File: config.mk
export PLATFORM = sky130hd
export DESIGN_NAME = if_id_buffer
export DESIGN_NICKNAME = d
export VERILOG_FILES = /design/src/rtl/if_id_buffer_pkg.sv /design/src/rtl/if_id_fifo_mem.sv /design/src/rtl/if_id_buffer.sv
export SDC_FILE = /design/constraint.sdc
export NUM_CORES = 1
export LEC_CHECK = 0
export ABC_AREA = 0
export BUFFER_PORTS_ARGS = -buffer_cell sky130_fd_sc_hd__buf_2
export CORE_UTILIZATION = 40
export DETAILED_ROUTE_END_ITERATION = 10
export GPL_TIMING_DRIVEN = 0
export PLACE_DENSITY_LB_ADDON = 0.2
export SLEW_MARGIN = 20
export SYNTH_ARGS = -nofsm -noshare
export SYNTH_HDL_FRONTEND = slang
export SYNTH_SLANG_ARGS = --single-unit
File: constraint.sdc
create_clock -name clk -period 18.2 [get_ports clk]
set_clock_uncertainty 0.05 [all_clocks]
set_input_delay 0.91 -clock clk [delete_from_list [all_inputs] [get_ports clk]]
set_output_delay 0.91 -clock clk [all_outputs]
set_load 0.05 [all_outputs]
File: src/rtl/if_id_buffer_pkg.sv
// Shared IF/ID constants: bus widths, zero/NOP words, control levels.
// Imported by the fetch/decode buffer and its storage array.
package if_id_buffer_pkg;

    localparam int InstAddrBus = 32;
    localparam int InstBus     = 32;

    localparam logic [31:0] ZeroWord = 32'h0;
    localparam logic [31:0] NopInst  = 32'h0;

    localparam logic RstEnable  = 1'b1;
    localparam logic ChipEnable = 1'b1;

endpackage

File: src/rtl/if_id_fifo_mem.sv
// Register array for the IF/ID buffer: one write port, async read port.
// The array has no reset; entries are meaningless until written.
module if_id_fifo_mem
    import if_id_buffer_pkg::*;
#(
    parameter int DEPTH = 2,
    parameter int W     = InstAddrBus + InstBus,
    parameter int AW    = $clog2(DEPTH)
) (
    input  logic          clk,
    input  logic          we,
    input  logic [AW-1:0] waddr,
    input  logic [W-1:0]  wdata,
    input  logic [AW-1:0] raddr,
    output logic [W-1:0]  rdata
);

    logic [W-1:0] mem [DEPTH];

    always_ff @(posedge clk) begin
        if (we) begin
            mem[waddr] <= wdata;
        end
    end

    assign rdata = mem[raddr];

endmodule

File: src/rtl/if_id_buffer.sv
// IF/ID decoupling FIFO; empty buffer presents an all-zero word to decode.
// Define IF_ID_STATS_EN to add the saturating stall_cnt output.
module if_id_buffer
    import if_id_buffer_pkg::*;
#(
    parameter int PC_W   = InstAddrBus,
    parameter int INST_W = InstBus,
    parameter int DEPTH  = 2
) (
    input  logic              clk,
    input  logic              rst,
    input  logic              flush,
    input  logic              if_valid,
    input  logic [PC_W-1:0]   if_pc,
    input  logic [INST_W-1:0] if_inst,
    output logic              if_ready,
    output logic              id_valid,
    output logic [PC_W-1:0]   id_pc,
    output logic [INST_W-1:0] id_inst,
    input  logic              id_ready
`ifdef IF_ID_STATS_EN
    ,
    output logic [31:0]       stall_cnt
`endif
);

    localparam int AW = $clog2(DEPTH);
    localparam int W  = PC_W + INST_W;

    localparam logic [AW:0]   FULL_CNT = (AW+1)'(DEPTH);
    localparam logic [AW:0]   CNT_ONE  = (AW+1)'(1);
    localparam logic [AW-1:0] PTR_ONE  = AW'(1);

    logic [AW-1:0] rd_ptr;
    logic [AW-1:0] wr_ptr;
    logic [AW:0]   count;
    logic          push;
    logic          pop;
    logic [W-1:0]  head;

    // Full blocks fetch even on a pop: no same-cycle pass-through.
    assign if_ready = (count != FULL_CNT) & ~rst;
    assign id_valid = (count != '0);
    assign push     = if_valid & if_ready;
    assign pop      = id_valid & id_ready;

    assign id_pc   = id_valid ? head[W-1:INST_W] : '0;
    assign id_inst = id_valid ? head[INST_W-1:0] : '0;

    if_id_fifo_mem #(
        .DEPTH (DEPTH),
        .W     (W),
        .AW    (AW)
    ) u_mem (
        .clk   (clk),
        .we    (push & ~flush),
        .waddr (wr_ptr),
        .wdata ({if_pc, if_inst}),
        .raddr (rd_ptr),
        .rdata (head)
    );

    always_ff @(posedge clk) begin
        if (rst == RstEnable) begin
            rd_ptr <= '0;
            wr_ptr <= '0;
            count  <= '0;
        end else if (flush) begin
            rd_ptr <= '0;
            wr_ptr <= '0;
            count  <= '0;
        end else begin
            if (push) begin
                wr_ptr <= wr_ptr + PTR_ONE;
            end
            if (pop) begin
                rd_ptr <= rd_ptr + PTR_ONE;
            end
            unique case ({push, pop})
                2'b10:   count <= count + CNT_ONE;
                2'b01:   count <= count - CNT_ONE;
                default: count <= count;
            endcase
        end
    end

`ifdef IF_ID_STATS_EN
    // Flush is a redirect, not a stats event, so only rst clears.
    always_ff @(posedge clk) begin
        if (rst == RstEnable) begin
            stall_cnt <= '0;
        end else if (if_valid & ~if_ready) begin
            if (stall_cnt != 32'hFFFF_FFFF) begin
                stall_cnt <= stall_cnt + 32'd1;
            end
        end
    end
`endif

endmodule
==> implementation parameters <==
Parameter                              Value

Global route
  Global-route wire length before repair    between 10000 and 15000 µm
  Residual overflow from global routing    0
  Initial antenna violation count    0
  Number of global-route vias before repair    ~3000
  Largest net degree at the start of global routing    17
  Global-route total usage across every layer    0.155

Detailed routing
  First-pass DRT Iterations    4
  Wire length reported by the detailed router    9530 µm
  Detailed router's first-iteration violation count    101
  Remaining antenna violation count    0
  Number of design rule violations left after detail routing    0
  Routed length per instance    14.7 µm
  Routed vias/inst    4.50
  Total via count after detailed routing    2924

Clocking
  CTS tree    yes
  Post-CTS Setup Repair Bufs    0
  Clock buffers created by TritonCTS    17
  Max H-tree Level    4
  Clock root buffer    clkbuf_16
  Source-to-sink clock delay at the later pin of the worst-skew pair    ~0.41 ns
  Count of instances resized after the clock tree is built    0
  Number of buffers on the longest clock path    2
  Number of hold-repair buffers added at the cts stage    0
  Clock slew at reported path FFs    0.05 ns
  Clock sink total    around 130

Cells and area
  Area grow syn2layout    30.9%
  Fillers    1009
  Post-Layout Cell Count    650
  Multi-input gate area    1020 µm²
  Layout cell share with drive strength beyond 1    0.400
  Layout Utilization    0.544
  Antenna diodes    0
  Final std cell area, no fill    6610 µm²
  Net total in the final layout    539
  Flip-flop and latch area    3940 µm²

Power
  Proportion of power drawn by flip-flops and latches    0.495
  Clock group share of total power    0.434
  Total leakage power    2.52 nW
  Part of the total power dissipated in combinational logic    0.072
  Power Internal    approximately 0.00054 W
  Switching part of the total    0.216
  Worst ir drop on vdd    roughly 0.06 mV
  Switching power summed over all nets    0.000150 W
  Power density of the placed cells    105 nW/µm²

Synthesis
  Average instance area after synthesis    16.9 µm²
  Most frequent cells after synthesis    edfxtp_1, nor2_1, mux2i_1
  Proportion of netlist area held by the largest area contributor    0.761
  Cells after Synth    299
  Most used standard cell by instance count after synthesis    edfxtp_1
  Main combinational cell family by area after synthesis    multiplexers
  Portion of the post-synthesis area used by sequential elements    0.781
  Mapped Area    5050 µm²
  Area fraction in compound gates after synthesis    0.00495
  Synthesized-area fraction occupied by and/or/nand/nor cells    0.0609
  Adder and majority gate portion of the synthesized area    0.00248
  Cell types with the largest area share after synthesis    edfxtp_1, mux2i_1, nor2_1
  Multiplexer share of the synthesized area    0.127
  Synthesis-stage register bit count    133
  Number of enable flip-flop cells after synthesis    128
  Synth warn    0
  Dominant synthesized flop cell    edfxtp_1
  Proportion of synthesized flip-flops having asynchronous set or reset    0
  Largest area contributor in the synthesized netlist    edfxtp_1
  Synthesized Nets    approximately 370
  Post-synthesis xor/xnor area fraction    0.00520
  Unique masters post-synth    19

Setup path
  Library cell contributing the largest single delay on the critical path    dfxtp_1
  Data arrival time of the worst path    1.80 ns
  Library cell appearing most often on the critical path    buf_2
  Capture point of the critical path    id_pc[12]
  Delay contributed by the slowest stage of the critical path    0.30 ns
  Crit path max fanout    10
  Worst path top cell family by delay    buffers and inverters
  Terminus of the critical flop-to-flop path    u_mem.mem[1][15]
  CP Cell Sequence    buf_2 > buf_4 > mux2i_1 > nor2_1 > buf_2
  Nature of the critical path startpoint    register
  Worst setup path class    reg2out
  Depth of the critical timing path with buffers and inverters included    5
  Depth of the worst register-to-register path    8
  Internal reg-to-reg setup slack    roughly 16 ns
  Data required time at the worst endpoint    17.24 ns
  Count of buffer and inverter cells on the critical path    3
  Element type at the critical path end    output port
  R2R Path Start    count[0]

Floorplanning
  Starting density of the core    0.415
  I/O pin count    135
  Area of the die    13100 µm²
  Height of the chip    about 110 µm
  Floorplan die width    114 µm
  Core Box Area    12200 µm²
  Floorplan row count    40

Run status
  Result of the run    finished, final reports clean

STA
  Final-layout setup total negative slack    0 ns
  Setup repair after global routing missed its margin    false
  Setup violators final    0
  Highest clock rate    around 360 MHz
  Crit path time final    between 2 and 3 ns
  Worst hold slack    0.466 ns
  Number of failing hold endpoints at the final stage    0
  Measured slew at the worst slew-check pin    between 0.4 and 0.5 ns
  Pins over their slew limit    0
  Slew Limit Headroom    0.666
  Fin crit share    0.151

Place
  Detailed-placement wirelength estimate    approximately 6800 µm
  Cell area after placement    6080 µm²
  Post-placement cell count    618
  Routability-driven placement congestion ratio    between 0.6 and 0.7
  Port Buffer Count    134

Job
  Max-cap check violation count    0

Min path
  Hold crit path type    reg2reg
-- kinds of logic after synthesis --
| family | count (synthesis) |
|---|---|
| flops | 133 |
| simple gates | 76 |
| mux | 64 |
| buf+inv | 17 |
| compound gates | 5 |
| xor+xnor | 3 |
| fa+ha+maj | 1 |
-- power groups by stage --
stage	Sequential [W]	Clock (W)	Combinational, W
after global placement	0.000351	0	0.0000473
after floorplan	0.000350	0	0.0000308
after CTS	0.000344	0.000307	0.0000503
after global routing	0.000344	0.000320	0.0000532
after detailed placement	0.000350	0	0.0000501
final	0.000344	0.000301	0.0000497
-- through the flow --
step | setup WS (ns) | power, W
after floorplan | 11.56 | 0.000381
after global placement | 8.55 | 0.000398
after detailed placement | 14.99 | 0.000400
after CTS | 15.38 | 0.000701
after global routing | 15.30 | 0.000717
final | 15.44 | 0.000694
-- metal layers --
layer / track usage / wire length, µm / up-vias
li1: - / - / 1449
met1: 0.186 / 4170 / 1355
met2: 0.244 / 4510 / 105
met3: 0.0582 / 665 / 15
met4: 0.0788 / 184 / 0
met5: 0 / 0 / -
-- registers in the layout, indices dropped and copies added (netlist names), named ones only --
name       cells
u_mem.mem    128
count          2
rd_ptr         1
wr_ptr         1
-- worst min-delay path by stage --
stage                   from       end  slack (ns)  cells past startpoint
floorplan             wr_ptr    wr_ptr        0.42                      2
global placement      wr_ptr    wr_ptr        0.43                      2
detailed placement    rd_ptr    rd_ptr        0.45                      2
CTS                 count[1]  count[1]        0.47                      2
global route        count[1]  count[1]        0.50                      2
finish                wr_ptr    wr_ptr        0.47                      2
-- final cells by class --
type | instances | area share
Sequential cell | 133 | 0.597
Multi-Input combinational cell | 149 | 0.155
Timing Repair Buffer | 151 | 0.122
Tap cell | 168 | 0.0318
Clock buffer | 27 | 0.0761
Clock inverter | 5 | 0.00398
Inverter | 3 | 0.00170
Buffer | 14 | 0.0127
-- tightest hold or removal path, delay by kind of cell (launching register included) --
kind,cells,cell delay [ns]
AOI/OAI and AO/OA,2,0.14
DFF,1,0.33
-- cells in the final DEF, fill, tap and decap left out, types with 4 or more instances in the layout --
cell	synthesis	layout
buf_2	7	141
edfxtp_1	128	128
nor2_1	69	69
mux2i_1	64	64
buf_4	6	20
clkbuf_16	0	17
clkbuf_1	1	7
dfxtp_1	5	5
clkbuf_8	0	4
(Power assumes the default switching activity.)
